[src/rtl/rabbit_init_ctrl.sv]
// Sequencing FSM for the Rabbit core: key setup, optional IV setup and keystream
// handshake. Drives one-cycle datapath strobes decoded from the FSM state.
module rabbit_init_ctrl #(
    parameter int KEY_ITERS = 4,
    parameter int IV_ITERS  = 4,
    parameter int CNT_W     = 3
) (
    input  logic             clk_i,
    input  logic             rst_i,
    input  logic             key_start_i,
    input  logic             use_iv_i,
    input  logic             iv_start_i,
    input  logic             ks_ready_i,
    output logic             load_key_o,
    output logic             iter_en_o,
    output logic             ctr_fix_o,
    output logic             save_master_o,
    output logic             restore_master_o,
    output logic             load_iv_o,
    output logic             ks_valid_o,
    output logic             busy_o,
    output logic             key_ok_o,
    output logic             err_o,
    output logic [CNT_W-1:0] iter_cnt_o
);

    typedef enum logic [3:0] {
        S_IDLE     = 4'd0,
        S_KEY_LOAD = 4'd1,
        S_KEY_ITER = 4'd2,
        S_KEY_FIX  = 4'd3,
        S_SAVE     = 4'd4,
        S_RESTORE  = 4'd5,
        S_IV_LOAD  = 4'd6,
        S_IV_ITER  = 4'd7,
        S_READY    = 4'd8
    } state_t;

    localparam logic [CNT_W-1:0] KEY_LAST = CNT_W'(KEY_ITERS - 1);
    localparam logic [CNT_W-1:0] IV_LAST  = CNT_W'(IV_ITERS - 1);
    localparam logic [CNT_W-1:0] CNT_ZERO = {CNT_W{1'b0}};
    localparam logic [CNT_W-1:0] CNT_ONE  = CNT_W'(1);

    // Output bits: 0 load_key, 1 iter, 2 ctr_fix, 3 save, 4 restore, 5 load_iv, 6 ks_valid, 7 busy
    function automatic logic [7:0] decode_outputs(input state_t s);
        logic [7:0] o;
        case (s)
            S_IDLE:     o = 8'b0000_0000;
            S_KEY_LOAD: o = 8'b1000_0001;
            S_KEY_ITER: o = 8'b1000_0010;
            S_KEY_FIX:  o = 8'b1000_0100;
            S_SAVE:     o = 8'b1000_1000;
            S_RESTORE:  o = 8'b1001_0000;
            S_IV_LOAD:  o = 8'b1010_0000;
            S_IV_ITER:  o = 8'b1000_0010;
            S_READY:    o = 8'b0100_0000;
            default:    o = 8'b0000_0000;
        endcase
        return o;
    endfunction

    state_t           state_q, state_d;
    logic [CNT_W-1:0] cnt_q, cnt_d;
    logic             key_ok_q, key_ok_d;
    logic             use_iv_q, use_iv_d;
    logic             err_q, err_d;
    logic [7:0]       out_q, out_d;

    // Next-state, iteration counter, command acceptance and rejection
    always_comb begin
        state_d  = state_q;
        cnt_d    = CNT_ZERO;
        key_ok_d = key_ok_q;
        use_iv_d = use_iv_q;
        err_d    = 1'b0;
        case (state_q)
            S_IDLE, S_READY: begin
                if (key_start_i) begin
                    state_d  = S_KEY_LOAD;
                    use_iv_d = use_iv_i;
                    key_ok_d = 1'b0;
                end else if (iv_start_i) begin
                    if (key_ok_q) begin
                        state_d = S_RESTORE;
                    end else begin
                        err_d = 1'b1;
                    end
                end else begin
                    state_d = state_q;
                end
            end
            S_KEY_LOAD: state_d = S_KEY_ITER;
            S_KEY_ITER: begin
                if (cnt_q == KEY_LAST) begin
                    state_d = S_KEY_FIX;
                end else begin
                    cnt_d = cnt_q + CNT_ONE;
                end
            end
            S_KEY_FIX:  state_d = S_SAVE;
            S_SAVE: begin
                key_ok_d = 1'b1;
                state_d  = use_iv_q ? S_IV_LOAD : S_READY;
            end
            S_RESTORE:  state_d = S_IV_LOAD;
            S_IV_LOAD:  state_d = S_IV_ITER;
            S_IV_ITER: begin
                if (cnt_q == IV_LAST) begin
                    state_d = S_READY;
                end else begin
                    cnt_d = cnt_q + CNT_ONE;
                end
            end
            default:    state_d = S_IDLE;
        endcase
        // Commands arriving mid-sequence are flagged but never disturb it
        if (out_q[7] && (key_start_i || iv_start_i)) begin
            err_d = 1'b1;
        end else begin
            err_d = err_d;
        end
        out_d = decode_outputs(state_d);
    end

    // State and registered output decode, synchronous reset aborts any sequence
    always_ff @(posedge clk_i) begin
        if (rst_i) begin
            state_q  <= S_IDLE;
            cnt_q    <= CNT_ZERO;
            key_ok_q <= 1'b0;
            use_iv_q <= 1'b0;
            err_q    <= 1'b0;
            out_q    <= 8'b0000_0000;
        end else begin
            state_q  <= state_d;
            cnt_q    <= cnt_d;
            key_ok_q <= key_ok_d;
            use_iv_q <= use_iv_d;
            err_q    <= err_d;
            out_q    <= out_d;
        end
    end

    assign load_key_o       = out_q[0];
    // In READY one keystream block advances per accepted handshake
    assign iter_en_o        = out_q[1] | (out_q[6] & ks_ready_i);
    assign ctr_fix_o        = out_q[2];
    assign save_master_o    = out_q[3];
    assign restore_master_o = out_q[4];
    assign load_iv_o        = out_q[5];
    assign ks_valid_o       = out_q[6];
    assign busy_o           = out_q[7];
    assign key_ok_o         = key_ok_q;
    assign err_o            = err_q;
    assign iter_cnt_o       = cnt_q;

endmodule

[config.mk]
export PLATFORM = sky130hd
export DESIGN_NAME = rabbit_init_ctrl
export DESIGN_NICKNAME = d
export VERILOG_FILES = /design/src/rtl/rabbit_init_ctrl.sv
export SDC_FILE = /design/constraint.sdc
export NUM_CORES = 1
export LEC_CHECK = 0
export ABC_AREA = 0
export BUFFER_PORTS_ARGS = -buffer_cell sky130_fd_sc_hd__buf_2
export CORE_MARGIN = 1
export CORE_UTILIZATION = 46
export CTS_CLUSTER_DIAMETER = 50
export DETAILED_ROUTE_END_ITERATION = 7
export PLACE_DENSITY = 0.71
export SLEW_MARGIN = 20
export SYNTH_ARGS = -nofsm -noshare
export SYNTH_HDL_FRONTEND = slang
export SYNTH_SLANG_ARGS = --single-unit
export TNS_END_PERCENT = 50
[constraint.sdc]
create_clock -name clk_i -period 1.6 [get_ports clk_i]
set_input_delay 0.32 -clock clk_i [delete_from_list [all_inputs] [get_ports clk_i]]
set_output_delay 0.32 -clock clk_i [all_outputs]
set_load 0.05 [all_outputs]
==> out/results.ini <==
[status]
status=completed

[power]
p_comb_share_pct=22.8
leakage_nw=0.473
power_uw=918
swShare_pct=29.9
pwr_density_cell_nw_per_um2=829
seqPwrFrac_pct=52.6
ir_drop_v=0.000536
p_sw_uw=275
p_int_uw=644
p_clk_share_pct=24.7

[synth]
yosys.area_share.simple_pct=26.1
syn_avg_cell_area_um2=10.3
synthDominantCellAreaShare_pct=41.8
muxShareOfSynthArea_pct=1.16
synth_flop_cell=dfxtp_1
synth_top_family_by_area=simple AND/OR/NAND/NOR gates
yosysSeqAreaShare_pct=41.8
synth_nets=92
synthTopCellsByArea=dfxtp_1 (42%), buf_6 (3.9%), nand2_1 (3.0%)
ys_ff_latch=18
synth_edf_count=0
synth_warnings=0
synth_xor_area_share_pct=1.02
synthAdderAreaFrac_pct=2.90
synth_cells=84
ys_types=36
syn-cell-area_um2=862
async_flop_share_pct=0
synth_top_area_cell=dfxtp_1
synth_compound_area_share_pct=20.9

[cts]
cts_root_buffer=clkbuf_4
h-tree-depth=1
cts_tree=built
numCtsBuffers=3
cts.path.max_buffers=2
clock-sinks=18
path_clk_slew_ns=0.10
clk_latency_ns=0.29

[final_layout]
n_antenna_cell=0
final_util_pct=63.5
nFillCells=151
syn2layout_area_growth_pct=28.6
drive_gt1_share_pct=44.5
nets=119

[sta]
relSlewSlack_pct=72.9
tns_ns=0
setup_viol_count_final=0
slew_viol_final=0
timing.hold.ws_ns=0.277
max_freq_mhz=628
skew_ns=0.00762
period_minus_slack_ns=1.59
tightest_slew_ns=0.405
hold_viol_final=0
fin_crit_sh_pct=99.5
rsz0062_at_grt=true

[setup_path]
reg2reg_depth=6
start_kind=flop
r2r_slack_ns=0.008
timing.rr.start=iter_cnt_o[1]
cp.arrival_ns=1.76
cp_data_required_time_ns=1.77
critPathMaxFanout=4
crit_path_end_kind=flop
r2r_end=out_q[3]
critical_path_class=reg2reg
endpoint=out_q[3]
startpoint=iter_cnt_o[1]

[place]
place_congestion=0.715
place.detailed.hpwl_um=1280
place.port_buffers=18

[min_path]
whs_path_depth=3
worstHoldPathType=in2reg

[routing]
detail_route.iter0.violations=12
wl_um=1700
vias=695
vias_per_cell=5.15
avgRoutedWirePerCell_um=12.6
drt-pass1-iter-count=4
drcViolationCount=0
antenna_left=0

[floorplan]
core_area_um2=1750
die_area_um2=2050
rows=15
die_height_um=45.3
die_width_um=45.3
io_pins=19
start_util_pct=49.4

[flow_run]
drv_cap=0

[global_route]
grt_pass1_wl_um=2680
antenna_found_initial=0
grt_overflow=0
grt_use_total_pct=18.9
grt_max_degree=16
grt_pass1_vias=615

## power groups by stage
stage	logic [mW]	registers (mW)	clock network [mW]
5_1_grt	0.223	0.486	0.254
2_1_floorplan	0.118	0.525	0
3_5_place_dp	0.198	0.493	0
6_report	0.209	0.483	0.227
3_3_place_gp	0.192	0.493	0
4_1_cts	0.210	0.483	0.234
## worst max-delay path, stage by stage (launching register included)
cell and delay (ns):
dfxtp_4 0.37, ha_4 0.16, ha_4 0.17, nand2b_4 0.16
a211o_1 0.30, and3_4 0.18, nor3b_1 0.13
## metal layers
| layer | track usage [%] | routed length [µm] |
|---|---|---|
| met1 | 23.4 | 752 |
| met2 | 29.3 | 842 |
| met3 | 5.20 | 66 |
| met4 | 10.9 | 42 |
| met5 | 0 | 0 |
## how the worst min path moves through the flow
stage,end,start,slack [ns]
after floorplan,out_q[6],rst_i,0.39
after global placement,iter_cnt_o[0],iter_cnt_o[0],0.42
after detailed placement,iter_cnt_o[0],iter_cnt_o[0],0.43
after CTS,use_iv_q,use_iv_i,0.27
after global routing,use_iv_q,use_iv_i,0.28
final,use_iv_q,use_iv_i,0.28
## cell usage after synthesis, types with 2 or more instances
master / instances
a211o_1: 2
o21ai_0: 3
nand2_1: 7
buf_6: 3
inv_1: 4
nand3_1: 3
nor3_1: 4
ha_1: 2
nor2b_1: 2
a211oi_2: 2
nor2_1: 7
a21oi_1: 4
dfxtp_1: 18
## through the flow
step	area [µm²]	worst slack (ns)	cells
2_1_floorplan	913	0.00271	84
3_3_place_gp	1050	0.0150	129
3_5_place_dp	1050	-0.0226	129
4_1_cts	1110	-0.0338	135
5_1_grt	1110	-0.0506	135
6_report	1110	0.00782	135
## state kept, by name (all words and copies together), names as in the netlist
| signal | flops |
|---|---|
| iter_cnt_o | 3 |
| use_iv_q | 1 |
| state_q | 4 |
| err_o | 1 |
| key_ok_o | 1 |
| out_q | 8 |
## layout make-up
| cell class | count | area, µm² | area share (%) |
|---|---|---|---|
| Inverter | 4 | 15.0 | 1.35 |
| Clock buffer | 4 | 26.3 | 2.37 |
| Multi-Input combinational cell | 58 | 502 | 45.3 |
| Sequential cell | 18 | 372 | 33.5 |
| Timing Repair Buffer | 26 | 163 | 14.7 |
| Tap cell | 25 | 31.3 | 2.82 |
## cell usage in the layout, fill, tap and decap left out, types with 2 or more instances in the layout
master / synthesis / routed
nand3_1: 3 / 3
dfxtp_1: 18 / 15
and3_4: 1 / 2
nor2b_1: 2 / 2
clkbuf_4: 0 / 3
o21ai_1: 1 / 2
a211oi_2: 2 / 2
buf_4: 0 / 7
buf_2: 0 / 18
inv_1: 4 / 4
a211o_1: 2 / 2
a21oi_1: 4 / 4
nor3_1: 4 / 4
o21ai_0: 3 / 2
dfxtp_4: 0 / 3
nor2_1: 7 / 7
ha_4: 0 / 2
nand2_1: 7 / 7
## logic make-up (layout without fill, tap and decap cells)
kind of cell / after synthesis / after routing
muxes: 1 / 1
xor gates and xnor gates: 1 / 1
and+or+nand+nor: 35 / 35
AOI/OAI and AO/OA: 19 / 19
adders and majority gates: 2 / 2
DFF: 18 / 18
buffers and inverters: 8 / 34
## what timing repair did
item                                    4_1_cts  5_1_grt
pin swaps                                     4        1
endpoints found under the setup margin        3        8
resized for setup                             1        1
setup buffers                                 2        0
hold endpoints to repair                      0        0
hold buffers                                  0        0
Power figures use the tool's default switching activity.
